$ cat config.mk
export PLATFORM = sky130hd
export DESIGN_NAME = mix_columns_seq
export DESIGN_NICKNAME = d
export VERILOG_FILES = /design/src/rtl/mix_columns_seq.sv
export SDC_FILE = /design/constraint.sdc
export NUM_CORES = 1
export LEC_CHECK = 0
export BUFFER_PORTS_ARGS = -buffer_cell sky130_fd_sc_hd__buf_2
export CORE_MARGIN = 2
export CORE_UTILIZATION = 50
export CTS_BUF_LIST = sky130_fd_sc_hd__clkbuf_2 sky130_fd_sc_hd__clkbuf_4 sky130_fd_sc_hd__clkbuf_8
export DETAILED_ROUTE_END_ITERATION = 6
export PLACE_DENSITY = 0.74
export SLEW_MARGIN = 20
export SYNTH_ARGS = -nofsm -noshare
export SYNTH_HDL_FRONTEND = slang
export SYNTH_SLANG_ARGS = --single-unit
export TNS_END_PERCENT = 10
$ cat constraint.sdc
create_clock -name clk -period 3.1 [get_ports clk]
set_input_delay 0.155 -clock clk [delete_from_list [all_inputs] [get_ports clk]]
set_output_delay 0.155 -clock clk [all_outputs]
set_load 0.01 [all_outputs]
$ cat src/rtl/mix_columns_seq.sv
// Sequential AES MixColumns / InvMixColumns engine, COLS_PER_CYCLE columns per clock.
// Ports: clk, rst (sync, active-high); in_valid/in_ready/in_data/in_inv accept side;
//        out_valid/out_ready/out_data result side. Column c = data[127-32c -: 32].
module mix_columns_seq #(
    parameter int COLS_PER_CYCLE = 1
) (
    input  logic         clk,
    input  logic         rst,
    input  logic         in_valid,
    output logic         in_ready,
    input  logic [127:0] in_data,
    input  logic         in_inv,
    output logic         out_valid,
    input  logic         out_ready,
    output logic [127:0] out_data
);

    if (COLS_PER_CYCLE != 1 && COLS_PER_CYCLE != 2 && COLS_PER_CYCLE != 4) begin : g_bad_cpc
        $fatal(1, "mix_columns_seq: COLS_PER_CYCLE must be 1, 2 or 4");
    end

    localparam int G = 4 / COLS_PER_CYCLE;
    localparam logic [1:0] LAST = 2'(G - 1);

    typedef enum logic [1:0] {
        IDLE,
        BUSY,
        DONE
    } state_t;

    state_t       r_state;
    logic [1:0]   r_cnt;
    logic [127:0] r_in;
    logic         r_inv;
    logic [127:0] r_acc;
    logic [127:0] r_out;
    logic         r_valid;
    logic [127:0] w_next_acc;
    logic         w_accept;

    function automatic logic [7:0] xtime(input logic [7:0] a);
        return {a[6:0], 1'b0} ^ (a[7] ? 8'h1b : 8'h00);
    endfunction

    // Inverse coefficients are composed from the x2/x4/x8 chain:
    // 09 = 8+1, 0B = 8+2+1, 0D = 8+4+1, 0E = 8+4+2.
    function automatic logic [31:0] mix_col(input logic [31:0] c, input logic inv);
        logic [7:0]  a  [4];
        logic [7:0]  x2 [4];
        logic [7:0]  x4 [4];
        logic [7:0]  x8 [4];
        logic [31:0] res;
        res = '0;
        for (int r = 0; r < 4; r++) begin
            a[r]  = c[31-8*r -: 8];
            x2[r] = xtime(a[r]);
            x4[r] = xtime(x2[r]);
            x8[r] = xtime(x4[r]);
        end
        for (int r = 0; r < 4; r++) begin
            if (inv) begin
                res[31-8*r -: 8] = (x8[r] ^ x4[r] ^ x2[r])
                                 ^ (x8[(r+1)%4] ^ x2[(r+1)%4] ^ a[(r+1)%4])
                                 ^ (x8[(r+2)%4] ^ x4[(r+2)%4] ^ a[(r+2)%4])
                                 ^ (x8[(r+3)%4] ^ a[(r+3)%4]);
            end else begin
                res[31-8*r -: 8] = x2[r]
                                 ^ (x2[(r+1)%4] ^ a[(r+1)%4])
                                 ^ a[(r+2)%4]
                                 ^ a[(r+3)%4];
            end
        end
        return res;
    endfunction

    // Transform the current column group on top of the partial result.
    always_comb begin
        w_next_acc = r_acc;
        for (int j = 0; j < COLS_PER_CYCLE; j++) begin
            int col;
            col = int'(r_cnt) * COLS_PER_CYCLE + j;
            w_next_acc[32*(3-col) +: 32] = mix_col(r_in[32*(3-col) +: 32], r_inv);
        end
    end

    assign in_ready  = (r_state == IDLE) || ((r_state == DONE) && out_ready);
    assign w_accept  = in_valid && in_ready;
    assign out_valid = r_valid;
    assign out_data  = r_out;

    always_ff @(posedge clk) begin
        if (rst) begin
            r_state <= IDLE;
            r_cnt   <= '0;
            r_in    <= '0;
            r_inv   <= 1'b0;
            r_acc   <= '0;
            r_out   <= '0;
            r_valid <= 1'b0;
        end else begin
            unique case (r_state)
                IDLE: begin
                    if (w_accept) begin
                        r_in    <= in_data;
                        r_inv   <= in_inv;
                        r_cnt   <= '0;
                        r_state <= BUSY;
                    end
                end
                BUSY: begin
                    r_acc <= w_next_acc;
                    r_cnt <= r_cnt + 2'd1;
                    // Only the complete result is published, on the final group.
                    if (r_cnt == LAST) begin
                        r_out   <= w_next_acc;
                        r_valid <= 1'b1;
                        r_cnt   <= '0;
                        r_state <= DONE;
                    end
                end
                DONE: begin
                    if (out_ready) begin
                        r_valid <= 1'b0;
                        if (in_valid) begin
                            r_in    <= in_data;
                            r_inv   <= in_inv;
                            r_cnt   <= '0;
                            r_state <= BUSY;
                        end else begin
                            r_state <= IDLE;
                        end
                    end
                end
                default: begin
                    r_state <= IDLE;
                    r_valid <= 1'b0;
                end
            endcase
        end
    end

endmodule

==> metrics.csv <==
metric,value,unit
top cell type's share of synthesized area,0.452,
"commonest non-fill, non-tap cells in the layout","dfxtp_1 (388), nand2_1 (387), buf_2 (261)",
FP Rows,68,
nature of the critical path startpoint,flip-flop,
synth warn,0,
period utilization,1.07,
Hold Crit Class,input pin to flip-flop,
drt total wl,58.6,mm
CTS tree,built,
Synth Area in XOR/XNOR,0.139,
cells taking the most area after synthesis,"dfxtp_1 (45%), nand2_1 (8.5%), a21oi_1 (7.1%), xnor2_1 (6.0%), nand3b_1 (4.2%)",
GP Congestion,0.948,
endpoints failing hold,0,
fin util,0.692,
post-synthesis sequential area ratio,0.452,
clock period minus worst slack,3.32,ns
"Cell Area, Synth",17300,sq um
Slowest Stage Delay on Critical Path,0.57,ns
top cell type by total area after synthesis,dfxtp_1,
fmax,0.301,GHz
DRT antenna net count,0,
core area,34300,sq um
Die Height,190,um
post-synthesis compound-gate area fraction,0.145,
R2R Path End,out_data[28],
status,"complete, but fails checks",
CP required,3.65,ns
Die Wd,190,um
Simple-Gate Fraction of Synth Area,0.174,
clock sinks,390,
max_cap viols,0,
worst r2r path cells,12,
Yosys cell types,53,
peak supply drop,355,uV
first-pass GRT wire length,88.5,mm
post-route cell area,23700,sq um
full die area,36000,sq um
Mapped Cells,1873,
# setup viols final,77,
Placement Cell Area,20100,sq um
crit end category,flip-flop,
power density cells,631,nW/um^2
Final WS setup,-0.220,ns
max-slew violation count,0,
via/cell ratio,5.59,
residual DRC count,0,
footprint of the multi-input gates,9520,sq um
"most common cell after layout, fill and taps aside",dfxtp_1,
initial antenna violation count,2,
Crit Path Max Fanout,6,
Initial Utilization,0.504,
layout cell share with drive strength beyond 1,0.301,
largest family of logic cells by synthesized area,simple AND/OR/NAND/NOR gates,
vias,16200,
Longest Clk Path Bufs,3,
PortBufs,262,
worst hold start,in_valid,
worst setup path class,flip-flop to flip-flop,
number of buffers created by CTS,60,
hpwl dp,37.1,mm
Synth Area per Inst,9.22,sq um
htree depth,2,
Top-Level Pins,263,
Slew headroom,0.481,
syn_nets,2011,
register bit count reported by yosys,390,
Critical Path End,out_data[28],
wire per inst,20.2,um
failing checks,setup timing,
crit path from,r_cnt[0],
vias in the first global route,15800,
GRT Total Usage,0.315,
Worst R2R Start,r_cnt[0],
Final nets,2530,
clk_skew,0.0179,ns
largest net degree at the start of global routing,139,
"Slowest-stage cell, CP",mux4_2,
GR Overflow Total,0,
post-synthesis adder-cell area fraction,0.00362,
R2R setup slack,-0.22,ns
unrepaired setup endpoints after global routing,yes,
mux contribution to synthesized area,0.0462,
worst slew pin tran,0.776,ns
"critical path, cell by cell",buf_12 -> buf_4 -> mux4_2 -> buf_6 -> xor2_2 -> xnor2_2 -> xnor3_1 -> buf_4 -> xnor3_1 -> mux2i_4 -> a221oi_2 -> nor3_1,
Overall Power,0.0150,W
root buf cell,clkbuf_8,
Critical Path AT,3.87,ns
filler instances,2515,
Leak,9.78,nW
register area,7820,sq um
Worst-path clk slew,0.07,ns
initial DRC count,1379,
clk_lat worst skew,0.63,ns
Layout area overhead,37.5,%
TritonRoute pass-1 iters,6,
[routing by layer]
layer  routed length, um  global-route usage  share of wire  up-vias
li1                    -                   -              -     7468
met1               22700               0.394           0.39     7671
met2               28300               0.527           0.48      890
met3                4800              0.0555          0.082      173
met4                2710               0.149          0.046        0
met5                   0                   0              0        -
[timing repair]
action	CTS	global route
cloned	1	1
endpoints found under the hold margin	169	0
endpoints found under the setup margin	137	146
buffers inserted	10	19
pin swaps	17	29
resized for setup	38	88
hold buffers	131	0
[Yosys cell counts, drive strengths merged]
master,number
a211oi,3
a21o,1
a21oi,245
a221oi,24
a22o,44
a22oi,68
a31oi,1
and2,4
and3,3
buf,29
clkbuf,123
clkinv,2
dfxtp,390
ha,5
inv,3
mux2i,7
mux4,32
nand2,393
nand2b,10
nand3,3
nand3b,96
nand4b,1
nor2,114
nor2b,5
nor3,28
nor4,5
nor4b,2
o21ai,20
o21ba,1
o221ai,1
o2bb2ai,1
o31a,1
o31ai,1
or3,3
xnor2,131
xnor3,25
xor2,41
xor3,7
[cell families (layout without fill, tap and decap cells)]
group           Yosys count  in the layout
compound gates          411            411
mux                      39             39
fa+ha+maj                 5              5
simple gates            667            667
other cells               0              3
flops                   390            390
xor+xnor                204            204
buf+inv                 157            722
[sequential cells by signal, indices dropped and copies added (netlist names)]
signal / count
r_state: 2
r_inv: 1
r_in: 128
out_data: 128
r_acc: 128
out_valid: 1
r_cnt: 2
[where the power goes]
| part | total (W) | switching (W) | leakage (nW) | internal [W] |
|---|---|---|---|---|
| Clock | 0.00462 | 0.00204 | 0.698 | 0.00258 |
| Sequential | 0.00528 | 0.000112 | 3.17 | 0.00517 |
| Combinational | 0.00507 | 0.00254 | 5.92 | 0.00253 |
| Total | 0.0150 | 0.00469 | 9.78 | 0.0103 |
[worst min-delay path by stage]
stage	to	depth (start not counted)
after floorplan	r_in[0]	2
after global placement	r_in[43]	3
after detailed placement	r_in[43]	3
after CTS	r_in[58]	4
after global routing	r_in[89]	4
final	r_in[25]	4
[per-stage QoR]
stage | setup WS (ns) | TNS (ns) | instances | hold slack (ns)
final | -0.220 | -6.59 | 2896 | 0.0843
after global routing | -0.307 | -14.99 | 2895 | 0.102
after CTS | -0.192 | -6.65 | 2875 | 0.0199
after detailed placement | -0.371 | -21.07 | 2625 | 0.402
after global placement | -0.404 | -16.98 | 2625 | 0.399
after floorplan | -0.00831 | -0.00831 | 1873 | 0.291
[area by class of cell]
cell class	count	share of cell area
Timing Repair Buffer	609	0.189
Inverter	5	0.000791
Clock inverter	12	0.00448
Sequential cell	390	0.329
Antenna cell	3	0.000316
Clock buffer	96	0.0514
Multi-Input combinational cell	1326	0.401
Tap cell	455	0.0240
[critical path: cells and delay by family, from the launching register on]
family,cells,cell delay [ns]
xor+xnor,4,0.98
mux,2,0.92
flops,1,0.41
simple gates,1,0.23
buf+inv,4,0.59
compound gates,1,0.11
No activity file was read; power rests on OpenSTA's default activity.
